<file path="config.mk">
export PLATFORM = sky130hd
export DESIGN_NAME = counter_sweep_ctrl
export DESIGN_NICKNAME = d
export VERILOG_FILES = /design/src/rtl/counter_sweep_pkg.sv /design/src/rtl/counter_sweep_ctrl_sweep_step.sv /design/src/rtl/counter_sweep_ctrl.sv
export SDC_FILE = /design/constraint.sdc
export NUM_CORES = 1
export LEC_CHECK = 0
export CORE_MARGIN = 1
export CORE_UTILIZATION = 40
export DETAILED_ROUTE_END_ITERATION = 10
export PLACE_DENSITY = 0.7
export SYNTH_ARGS = -nofsm -noshare
export SYNTH_HDL_FRONTEND = slang
export SYNTH_SLANG_ARGS = --single-unit
export TNS_END_PERCENT = 10
</file>
<file path="constraint.sdc">
create_clock -name clk -period 3.2 [get_ports clk]
set_input_delay 0.32 -clock clk [delete_from_list [all_inputs] [get_ports clk]]
set_output_delay 0.32 -clock clk [all_outputs]
set_load 0.01 [all_outputs]
</file>
<file path="src/rtl/counter_sweep_pkg.sv">
// counter_sweep_pkg
// Shared types for the counter sweep controller:
//   mode_t  - sweep pattern selected by the configuration (UP, DOWN, PINGPONG, RSVD)
//   state_t - controller states (IDLE, ARMED, RUN)
//   start_at_hi() - tells which bound a run starts from for a given mode
package counter_sweep_pkg;

   typedef enum logic [1:0] {
      MODE_UP       = 2'd0,
      MODE_DOWN     = 2'd1,
      MODE_PINGPONG = 2'd2,
      MODE_RSVD     = 2'd3
   } mode_t;

   typedef enum logic [1:0] {
      ST_IDLE  = 2'd0,
      ST_ARMED = 2'd1,
      ST_RUN   = 2'd2
   } state_t;

   // DOWN sweeps start at the upper bound counting down; every other mode
   // starts at the lower bound counting up.
   function automatic logic start_at_hi(input mode_t mode);
      return (mode == MODE_DOWN);
   endfunction

endpackage

</file>
<file path="src/rtl/counter_sweep_ctrl_sweep_step.sv">
// sweep_step
// Combinational next-position logic for one step of the sweep counter.
// Ports:
//   count, dir      - current position and direction (1 = up)
//   lo, hi          - inclusive bounds, lo <= hi is guaranteed by the caller
//   mode            - sweep pattern
//   next_count      - position after one step
//   next_dir        - direction after one step
//   sweep_done      - this step completes one sweep
module sweep_step
   import counter_sweep_pkg::*;
#(
   parameter int WIDTH = 3
) (
   input  logic [WIDTH-1:0] count,
   input  logic             dir,
   input  logic [WIDTH-1:0] lo,
   input  logic [WIDTH-1:0] hi,
   input  mode_t            mode,
   output logic [WIDTH-1:0] next_count,
   output logic             next_dir,
   output logic             sweep_done
);

   localparam logic [WIDTH-1:0] ONE = {{(WIDTH-1){1'b0}}, 1'b1};

   always_comb begin
      next_count = count;
      next_dir   = dir;
      sweep_done = 1'b0;
      if (lo == hi) begin
         // Degenerate range: position never moves, every step is a sweep.
         sweep_done = 1'b1;
      end else begin
         case (mode)
            MODE_UP: begin
               next_dir = 1'b1;
               if (count == hi) begin
                  next_count = lo;
                  sweep_done = 1'b1;
               end else begin
                  next_count = count + ONE;
               end
            end
            MODE_DOWN: begin
               next_dir = 1'b0;
               if (count == lo) begin
                  next_count = hi;
                  sweep_done = 1'b1;
               end else begin
                  next_count = count - ONE;
               end
            end
            MODE_PINGPONG: begin
               if (dir) begin
                  if (count == hi) begin
                     next_dir   = 1'b0;
                     next_count = hi - ONE;
                  end else begin
                     next_count = count + ONE;
                  end
               end else begin
                  if (count == lo) begin
                     next_dir   = 1'b1;
                     next_count = lo + ONE;
                  end else begin
                     next_count = count - ONE;
                  end
               end
               // A ping-pong sweep ends when the down leg arrives at lo.
               // This also covers hi = lo+1, where the turn at hi lands on lo.
               sweep_done = !next_dir && (next_count == lo);
            end
            default: begin
               next_count = count;
            end
         endcase
      end
   end

endmodule

</file>
<file path="src/rtl/counter_sweep_ctrl.sv">
// counter_sweep_ctrl
// Sequencing controller for a bounded up/down counter. A sweep configuration
// is loaded over a valid/ready handshake, the run is armed, started with
// `start`, stepped once per `step`, and ends with a `done` pulse after the
// programmed number of sweeps (or never, when the sweep count is 0).
// Ports:
//   clk, rst              - clock, synchronous active-low reset
//   cfg_valid, cfg_ready  - configuration handshake
//   cfg_lo, cfg_hi        - inclusive bounds
//   cfg_mode              - 0 UP wrap, 1 DOWN wrap, 2 PINGPONG, 3 reserved
//   cfg_sweeps            - sweeps per run, 0 = run forever
//   start, stop, step     - run control strobes
//   count, dir            - current position and direction (1 = up)
//   busy                  - high while running
//   done, err             - one-cycle completion / rejection pulses
//
// Handshake: a configuration transfers on any rising edge where cfg_valid and
// cfg_ready are both high; cfg_ready is high outside RUN and does not depend
// on cfg_valid. A transferred configuration is either accepted or rejected
// (err) in that same edge; there is no back-pressure beyond cfg_ready.
module counter_sweep_ctrl
   import counter_sweep_pkg::*;
#(
   parameter int WIDTH    = 3,
   parameter int SWEEPS_W = 4
) (
   input  logic                clk,
   input  logic                rst,
   input  logic                cfg_valid,
   output logic                cfg_ready,
   input  logic [WIDTH-1:0]    cfg_lo,
   input  logic [WIDTH-1:0]    cfg_hi,
   input  logic [1:0]          cfg_mode,
   input  logic [SWEEPS_W-1:0] cfg_sweeps,
   input  logic                start,
   input  logic                stop,
   input  logic                step,
   output logic [WIDTH-1:0]    count,
   output logic                dir,
   output logic                busy,
   output logic                done,
   output logic                err
);

   localparam logic [SWEEPS_W-1:0] SW_ONE = {{(SWEEPS_W-1){1'b0}}, 1'b1};

   state_t              state, state_nxt;
   logic [WIDTH-1:0]    lo_q, lo_nxt;
   logic [WIDTH-1:0]    hi_q, hi_nxt;
   mode_t               mode_q, mode_nxt;
   logic [SWEEPS_W-1:0] sweeps_q, sweeps_nxt;
   logic [SWEEPS_W-1:0] sweep_cnt, sweep_cnt_nxt;
   logic [WIDTH-1:0]    count_nxt;
   logic                dir_nxt;
   logic                done_nxt;
   logic                err_nxt;

   logic [WIDTH-1:0]    step_count;
   logic                step_dir;
   logic                step_sweep_done;

   logic                cfg_fire;
   logic                cfg_ok;
   mode_t               cfg_mode_e;
   logic [SWEEPS_W-1:0] sweep_inc;
   logic                final_sweep;

   sweep_step #(
      .WIDTH (WIDTH)
   ) u_step (
      .count      (count),
      .dir        (dir),
      .lo         (lo_q),
      .hi         (hi_q),
      .mode       (mode_q),
      .next_count (step_count),
      .next_dir   (step_dir),
      .sweep_done (step_sweep_done)
   );

   assign cfg_mode_e = mode_t'(cfg_mode);
   assign cfg_fire   = cfg_valid && cfg_ready;
   assign cfg_ok     = (cfg_lo <= cfg_hi) && (cfg_mode_e != MODE_RSVD);

   // Sweep counter saturates so a forever run cannot wrap it.
   assign sweep_inc   = (sweep_cnt == {SWEEPS_W{1'b1}}) ? sweep_cnt : sweep_cnt + SW_ONE;
   assign final_sweep = step_sweep_done && (sweeps_q != '0) && (sweep_inc == sweeps_q);

   always_comb begin
      state_nxt     = state;
      lo_nxt        = lo_q;
      hi_nxt        = hi_q;
      mode_nxt      = mode_q;
      sweeps_nxt    = sweeps_q;
      sweep_cnt_nxt = sweep_cnt;
      count_nxt     = count;
      dir_nxt       = dir;
      done_nxt      = 1'b0;
      err_nxt       = 1'b0;
      case (state)
         ST_IDLE, ST_ARMED: begin
            // A configuration transfer takes precedence over start.
            if (cfg_fire) begin
               if (cfg_ok) begin
                  lo_nxt     = cfg_lo;
                  hi_nxt     = cfg_hi;
                  mode_nxt   = cfg_mode_e;
                  sweeps_nxt = cfg_sweeps;
                  state_nxt  = ST_ARMED;
                  if (start_at_hi(cfg_mode_e)) begin
                     count_nxt = cfg_hi;
                     dir_nxt   = 1'b0;
                  end else begin
                     count_nxt = cfg_lo;
                     dir_nxt   = 1'b1;
                  end
               end else begin
                  err_nxt = 1'b1;
               end
            end else if ((state == ST_ARMED) && start) begin
               state_nxt     = ST_RUN;
               sweep_cnt_nxt = '0;
            end
         end
         ST_RUN: begin
            if (stop || (step && final_sweep)) begin
               state_nxt = ST_ARMED;
               done_nxt  = !stop;
               if (start_at_hi(mode_q)) begin
                  count_nxt = hi_q;
                  dir_nxt   = 1'b0;
               end else begin
                  count_nxt = lo_q;
                  dir_nxt   = 1'b1;
               end
            end else if (step) begin
               count_nxt = step_count;
               dir_nxt   = step_dir;
               if (step_sweep_done) begin
                  sweep_cnt_nxt = sweep_inc;
               end
            end
         end
         default: begin
            state_nxt = ST_IDLE;
         end
      endcase
   end

   always_ff @(posedge clk) begin
      if (!rst) begin
         state     <= ST_IDLE;
         lo_q      <= '0;
         hi_q      <= '1;
         mode_q    <= MODE_PINGPONG;
         sweeps_q  <= '0;
         sweep_cnt <= '0;
         count     <= '0;
         dir       <= 1'b1;
         busy      <= 1'b0;
         cfg_ready <= 1'b1;
         done      <= 1'b0;
         err       <= 1'b0;
      end else begin
         state     <= state_nxt;
         lo_q      <= lo_nxt;
         hi_q      <= hi_nxt;
         mode_q    <= mode_nxt;
         sweeps_q  <= sweeps_nxt;
         sweep_cnt <= sweep_cnt_nxt;
         count     <= count_nxt;
         dir       <= dir_nxt;
         // Status flags are registered from the next state so they line up
         // with the state register itself.
         busy      <= (state_nxt == ST_RUN);
         cfg_ready <= (state_nxt != ST_RUN);
         done      <= done_nxt;
         err       <= err_nxt;
      end
   end

endmodule

</file>
Yosys cells after proc, flatten, opt, wreduce, memory -nomap -nowiden
Cells that the tools add are included.
Storage, ports and cells
  bits in registers: 26
  latch bits: 0
  RAM bits: 0
  memory bits (read-only): 0
  input port bits: 18
  output and inout port bits: 8
  word-level logic and storage cells: 108
  memories: 0
Operators by class
  add/sub/neg operators: 5
  multiply operators: 0
  div/mod/pow operators: 0
  $lt $le $gt $ge: 1
  equal/unequal tests: 24
  shift-type cells: 0
  multiplexer cells: 46
  bitwise logic cells: 0
  reductions and logical operators: 20
Operators by type and width (number)
  $mux 3: 14
  $mux 4: 6
  $ne 2x2->1 const B: 9
  $mux 1: 15
  $eq 3x3->1: 4
  $reduce_and 6->1: 2
  $pmux 3 s3: 1
  $reduce_and 3->1: 3
  $mux 2: 4
  $pmux 4 s2: 1
  $logic_and 1x1->1: 7
  $add 3x1->3 const B: 2
  $eq 2x1->1 const B: 3
  $eq 2x2->1 const B: 3
  $ne 3x3->1 const B: 2
  $pmux 1 s3: 2
  $pmux 3 s2: 1
  $sub 3x1->3 const B: 2
  $ne 5x3->1 const B: 1
  $add 4x1->4 const B: 1
  $eq 4x4->1: 1
  $eq 4x4->1 const B: 1
  $logic_not 2->1: 2
  $pmux 2 s2: 1
  other kinds (7): 8

Depth between registers and ports, before layout
  depth after elaboration: 16
  depth in mapped cells: 10
  mapped depth without buffers: 10

Hierarchy
From an unflattened synthesis, not the netlist that was laid out.
Second synthesis, totals
  cells, all modules: 256
  area, all modules: 2065.7 µm²
Modules (own cells, without submodules)
  counter_sweep_ctrl: times used 1, cells each 159, area each 1402.6 µm², seq. area each 520.5 µm²
  sweep_step: times used 1, cells each 97, area each 663.1 µm², seq. area each 0.0 µm²

Worst setup path after synthesis
OpenSTA, ideal clock, no wires.
  path kind: register to register
  from: register hi_q[0]
  to: register count[2]
  library setup time: 0.117 ns
  arrival: 2.558 ns
  required time: 3.083 ns
  setup slack: 0.524 ns
  stages on the path, launching flop included: 10
  path buffers: 0
  clock period less this slack: 2.676 ns
  cell sequence: dfxtp_1 -> inv_1 -> ha_1 -> o41a_1 -> a221oi_2 -> nor4b_4 -> o211ai_4 -> nor2_1 -> a211o_1 -> a32o_1
Between the ends
  longest elaborated chain between the ends: 15
  elaborated cells on any way between the ends: 31
  those cells by class: add/sub: 1; eq/ne: 6; mux: 17; reduce/logical: 7
Ends and longest elaborated chain
  from (decl): line counter_sweep_ctrl.sv:49  | logic [WIDTH-1:0] hi_q, hi_nxt;
  from (signal assigned): line counter_sweep_ctrl.sv:167  | hi_q <= hi_nxt;
  $sub 3x1->3 / $eq 3x3->1 (equally long branches): line counter_sweep_ctrl_sweep_step.sv:58, counter_sweep_ctrl_sweep_step.sv:38, counter_sweep_ctrl_sweep_step.sv:56
  $mux 3 / $mux 1 (equally long branches): line counter_sweep_ctrl_sweep_step.sv:56  | if (count == hi) begin
  $mux 3 / $mux 1 (equally long branches): line counter_sweep_ctrl_sweep_step.sv:55  | if (dir) begin
  $mux 3 / $mux 1 (equally long branches): line counter_sweep_ctrl_sweep_step.sv:35  | case (mode)
  $mux 3 / $mux 1 (equally long branches): line counter_sweep_ctrl_sweep_step.sv:31  | if (lo == hi) begin
  $eq 3x3->1 / $logic_not 1->1 (equally long branches): line counter_sweep_ctrl_sweep_step.sv:72  | sweep_done = !next_dir && (next_count == lo);
  $logic_and 1x1->1: line counter_sweep_ctrl_sweep_step.sv:72
  $pmux 1 s3: line counter_sweep_ctrl_sweep_step.sv:35
  $mux 1: line counter_sweep_ctrl_sweep_step.sv:31
  $logic_and 1x1->1 (2 in series): line counter_sweep_ctrl.sv:87  | assign final_sweep = step_sweep_done && (sweeps_q != '0) && (sweep_inc == sweeps_q);
  $logic_and 1x1->1: line counter_sweep_ctrl.sv:126  | if (stop || (step && final_sweep)) begin
  $logic_or 1x1->1: line counter_sweep_ctrl.sv:126
  $ne 5x3->1 (no line) (tied with other cells)
  $reduce_and 6->1 (no line) / $pmux 3 s2 (equally long branches)
  to (signal assigned): line counter_sweep_ctrl.sv:171  | count <= count_nxt;
  to (decl): line counter_sweep_ctrl.sv:38  | output logic [WIDTH-1:0] count,
Several ways; a longest one is shown, not always the timed one. The select of a mux whose other input is x is not followed.
A chain may end at the register's enable or synchronous reset.

Final worst setup path
  from: register hi_q[0]
  to: register count[1]
The elaborated chain is that of the path after synthesis.

==> impl_metrics.toml <==
[critical_path]
rrSetupSlack_ps = 300
cp.required_ps = 3370
cp-end-kind = "register"
crit_chain = "inv_1, ha_1, o41a_1, a221oi_2, nor4b_4, o211ai_4, o2bb2ai_2, nor2_1, a32o_1"
cp_num_buf_inv = 1
slowest_delay_ps = 470
worst-path-max-fanout = 9
critPathLaunchType = "register"
crit_family = "compound AO/OA/AOI/OAI gates"
cp_slowest_cell = "dfxtp_1"
crit_type = "register to register"
cp.arrival_ps = 3070

[power_and_ir_drop]
p_leak_nw = 1.01
power_density_mw_per_mm2 = 374
power_frac_seq_pct = 39.1
p_sw_share_pct = 31.9
p_sw_mw = 0.306
peakVddDrop_v = 0.000199
combPwrFrac_pct = 31.8
power_frac_clock_pct = 29.0
p_int_mw = 0.652

[timing]
worstMarginPinSlew_ps = 635
period_needed_ps = 2900
finalSetupViolCount = 0
drv_slew = 0
finalSetupTns_ps = 0
fin_ws_ps = 300
rsz0062_at_grt = "no"
fin_skew_ps = 9.23
hold_viol_final = 0
relSlewSlack_pct = 57.6
max_freq_mhz = 345
min_period_over_period_pct = 90.6

[route]
remaining_drc_errors = 0
firstDrtPassIters = 4
num_vias = 1962
ant_nets = 0
routed_via_density = 5.53
first_iter_violations = 70
routedWlPerCell_um = 14.5
wirelength_um = 5130

[global_route]
grt_pass1_vias = 1826
grt_overflow = 0
grt_pass1_wl_um = 8450
grt_max_degree = 21
grtUsageMet3_pct = 2.51
use_met2_pct = 30.9
antenna_found_initial = 0
gr-usage-met1_pct = 26.7
grt_busiest_layer = "met2"
grt_usage_pct = 19.2

[yosys]
synth_area_mm2 = 0.00218
synth_top_area_cell = "dfxtp_1"
ys_seq_elements = 26
ys_top_cells_by_area = "dfxtp_1 (24%), mux2i_1 (9.7%), ha_1 (6.9%)"
postSynthCellCount = 263
synth-edff-count = 0
ys_seq_area_share_pct = 23.9
synth_fp_nets = 293
synth_top_area_share_pct = 23.9
synth_most_common_cell = "dfxtp_1"
async_flop_share_pct = 0
ys_types = 60
yosysWarnings = 0
synth_area_per_cell_um2 = 8.28
synth_flop_cell = "dfxtp_1"
synthTopCellsByCount = "dfxtp_1 (26), nor2_1 (22), mux2i_1 (21), nand2_1 (20), inv_1 (19)"

[clock_tree]
postCtsSetupRepairBufs = 0
cts_tree = "done"
cts_htree_levels = 1
cts_root_buffer = "clkbuf_8"
holdBufCountCts = 0
numClockSinks = 26
clkLatencyLatePin_ps = 280
clockBufferDepth = 2
cts_buffers = 3
cts_resized = 0
clk_pin_slew_worst_paths_ps = 100

[layout]
diodes = 0
syn2layout_area_growth_pct = 17.4
drive_gt1_share_pct = 9.12
multi_input_area_mm2 = 0.00151
nets = 316
stdcell_count = 355
final_area_mm2 = 0.00256
n_fill_cell = 504
ff_latch_area_um2 = 520

[run]
drv_cap = 0

[placement]
postPlaceCellArea_mm2 = 0.00248
post-place-cells = 351
dp_hpwl_um = 3870
io_buffers = 25
post-place-ws_ps = 333
globalplace.congestion = 0.907

[status]
outcome = "finished clean"

[floorplanning]
die_h_um = 75.8
start_util_pct = 42.1
core_mm2 = 0.00517
die-area_mm2 = 0.00574
rows = 26
fp.dieW_um = 75.8
io_pins = 26

[min_path]
hp-class = "register to register"
[area by class of cell]
cell class	instances	share of cell area [%]
Timing Repair Buffer	31	11.6
Clock inverter	1	1.17
Multi-Input combinational cell	205	59.1
Tap cell	70	3.43
Sequential cell	26	20.4
Inverter	19	2.79
Clock buffer	3	1.62
[worst reg2reg max path: stages, from the launching register on]
cell and delay, ps:
dfxtp_1 470, inv_1 130, ha_1 330, o41a_1 460, a221oi_2 320, nor4b_4 100, o211ai_4 370, o2bb2ai_2 220
nor2_1 110, a32o_1 290
[through the flow]
step                power (mW)  utilization, %  hold slack [ps]
finish                   0.957            49.4              529
global route              1.01            49.4              556
CTS                      0.961            49.4              528
detailed placement       0.683            48.0              514
global placement         0.678            48.0              499
floorplan                0.597               -              382
[metal layers]
| layer | vias to the layer above | part of all wire (%) |
|---|---|---|
| met4 | 0 | 1.1 |
| met5 | - | 0 |
| li1 | 999 | - |
| met1 | 916 | 50 |
| met3 | 4 | 3.7 |
| met2 | 43 | 46 |
[placed cells by master (no fill, tap or decap), types with 9 or more instances in the layout]
master / synthesis / routed
nor3_1: 9 / 9
nand2_1: 20 / 20
a21oi_1: 14 / 14
dfxtp_1: 26 / 26
nand3_1: 13 / 13
o21ai_0: 11 / 11
ha_1: 12 / 12
inv_1: 19 / 19
clkdlybuf4s50_1: 0 / 25
nor2_1: 22 / 22
mux2i_1: 21 / 21
[power groups by stage]
stage                     Sequential [mW]  Clock, mW  Combinational (mW)
after global placement              0.381          0               0.297
after detailed placement            0.382          0               0.302
after global routing                0.378      0.293               0.336
after floorplan                     0.366          0               0.231
final                               0.375      0.278               0.305
after CTS                           0.374      0.283               0.303
[final timing paths]
path | startpoint | endpoint | depth (start not counted)
hold reg to reg | sweep_cnt[3]$_SDFFE_PN0P_ | sweep_cnt[3]$_SDFFE_PN0P_ | 2
setup / recovery | hi_q[0]$_SDFFE_PN1P_ | count[1]$_SDFFE_PN0P_ | 9
hold / removal | sweep_cnt[3]$_SDFFE_PN0P_ | sweep_cnt[3]$_SDFFE_PN0P_ | 2
setup reg to reg | hi_q[0]$_SDFFE_PN1P_ | count[1]$_SDFFE_PN0P_ | 9
[kinds of logic after synthesis]
group | synth area share, %
and+or+nand+nor | 22.4
AOI/OAI and AO/OA | 21.8
buffers and inverters | 6.72
DFF | 23.9
muxes | 10.3
xor gates and xnor gates | 7.93
adders and majority gates | 6.90
[flip-flops by register name, summed over array words and instances, names as in the netlist]
name       count
busy           1
cfg_ready      1
count          3
dir            1
done           1
err            1
hi_q           3
lo_q           3
mode_q         2
state          2
sweep_cnt      4
sweeps_q       4
Note: power is estimated with default switching activity, not from simulation.
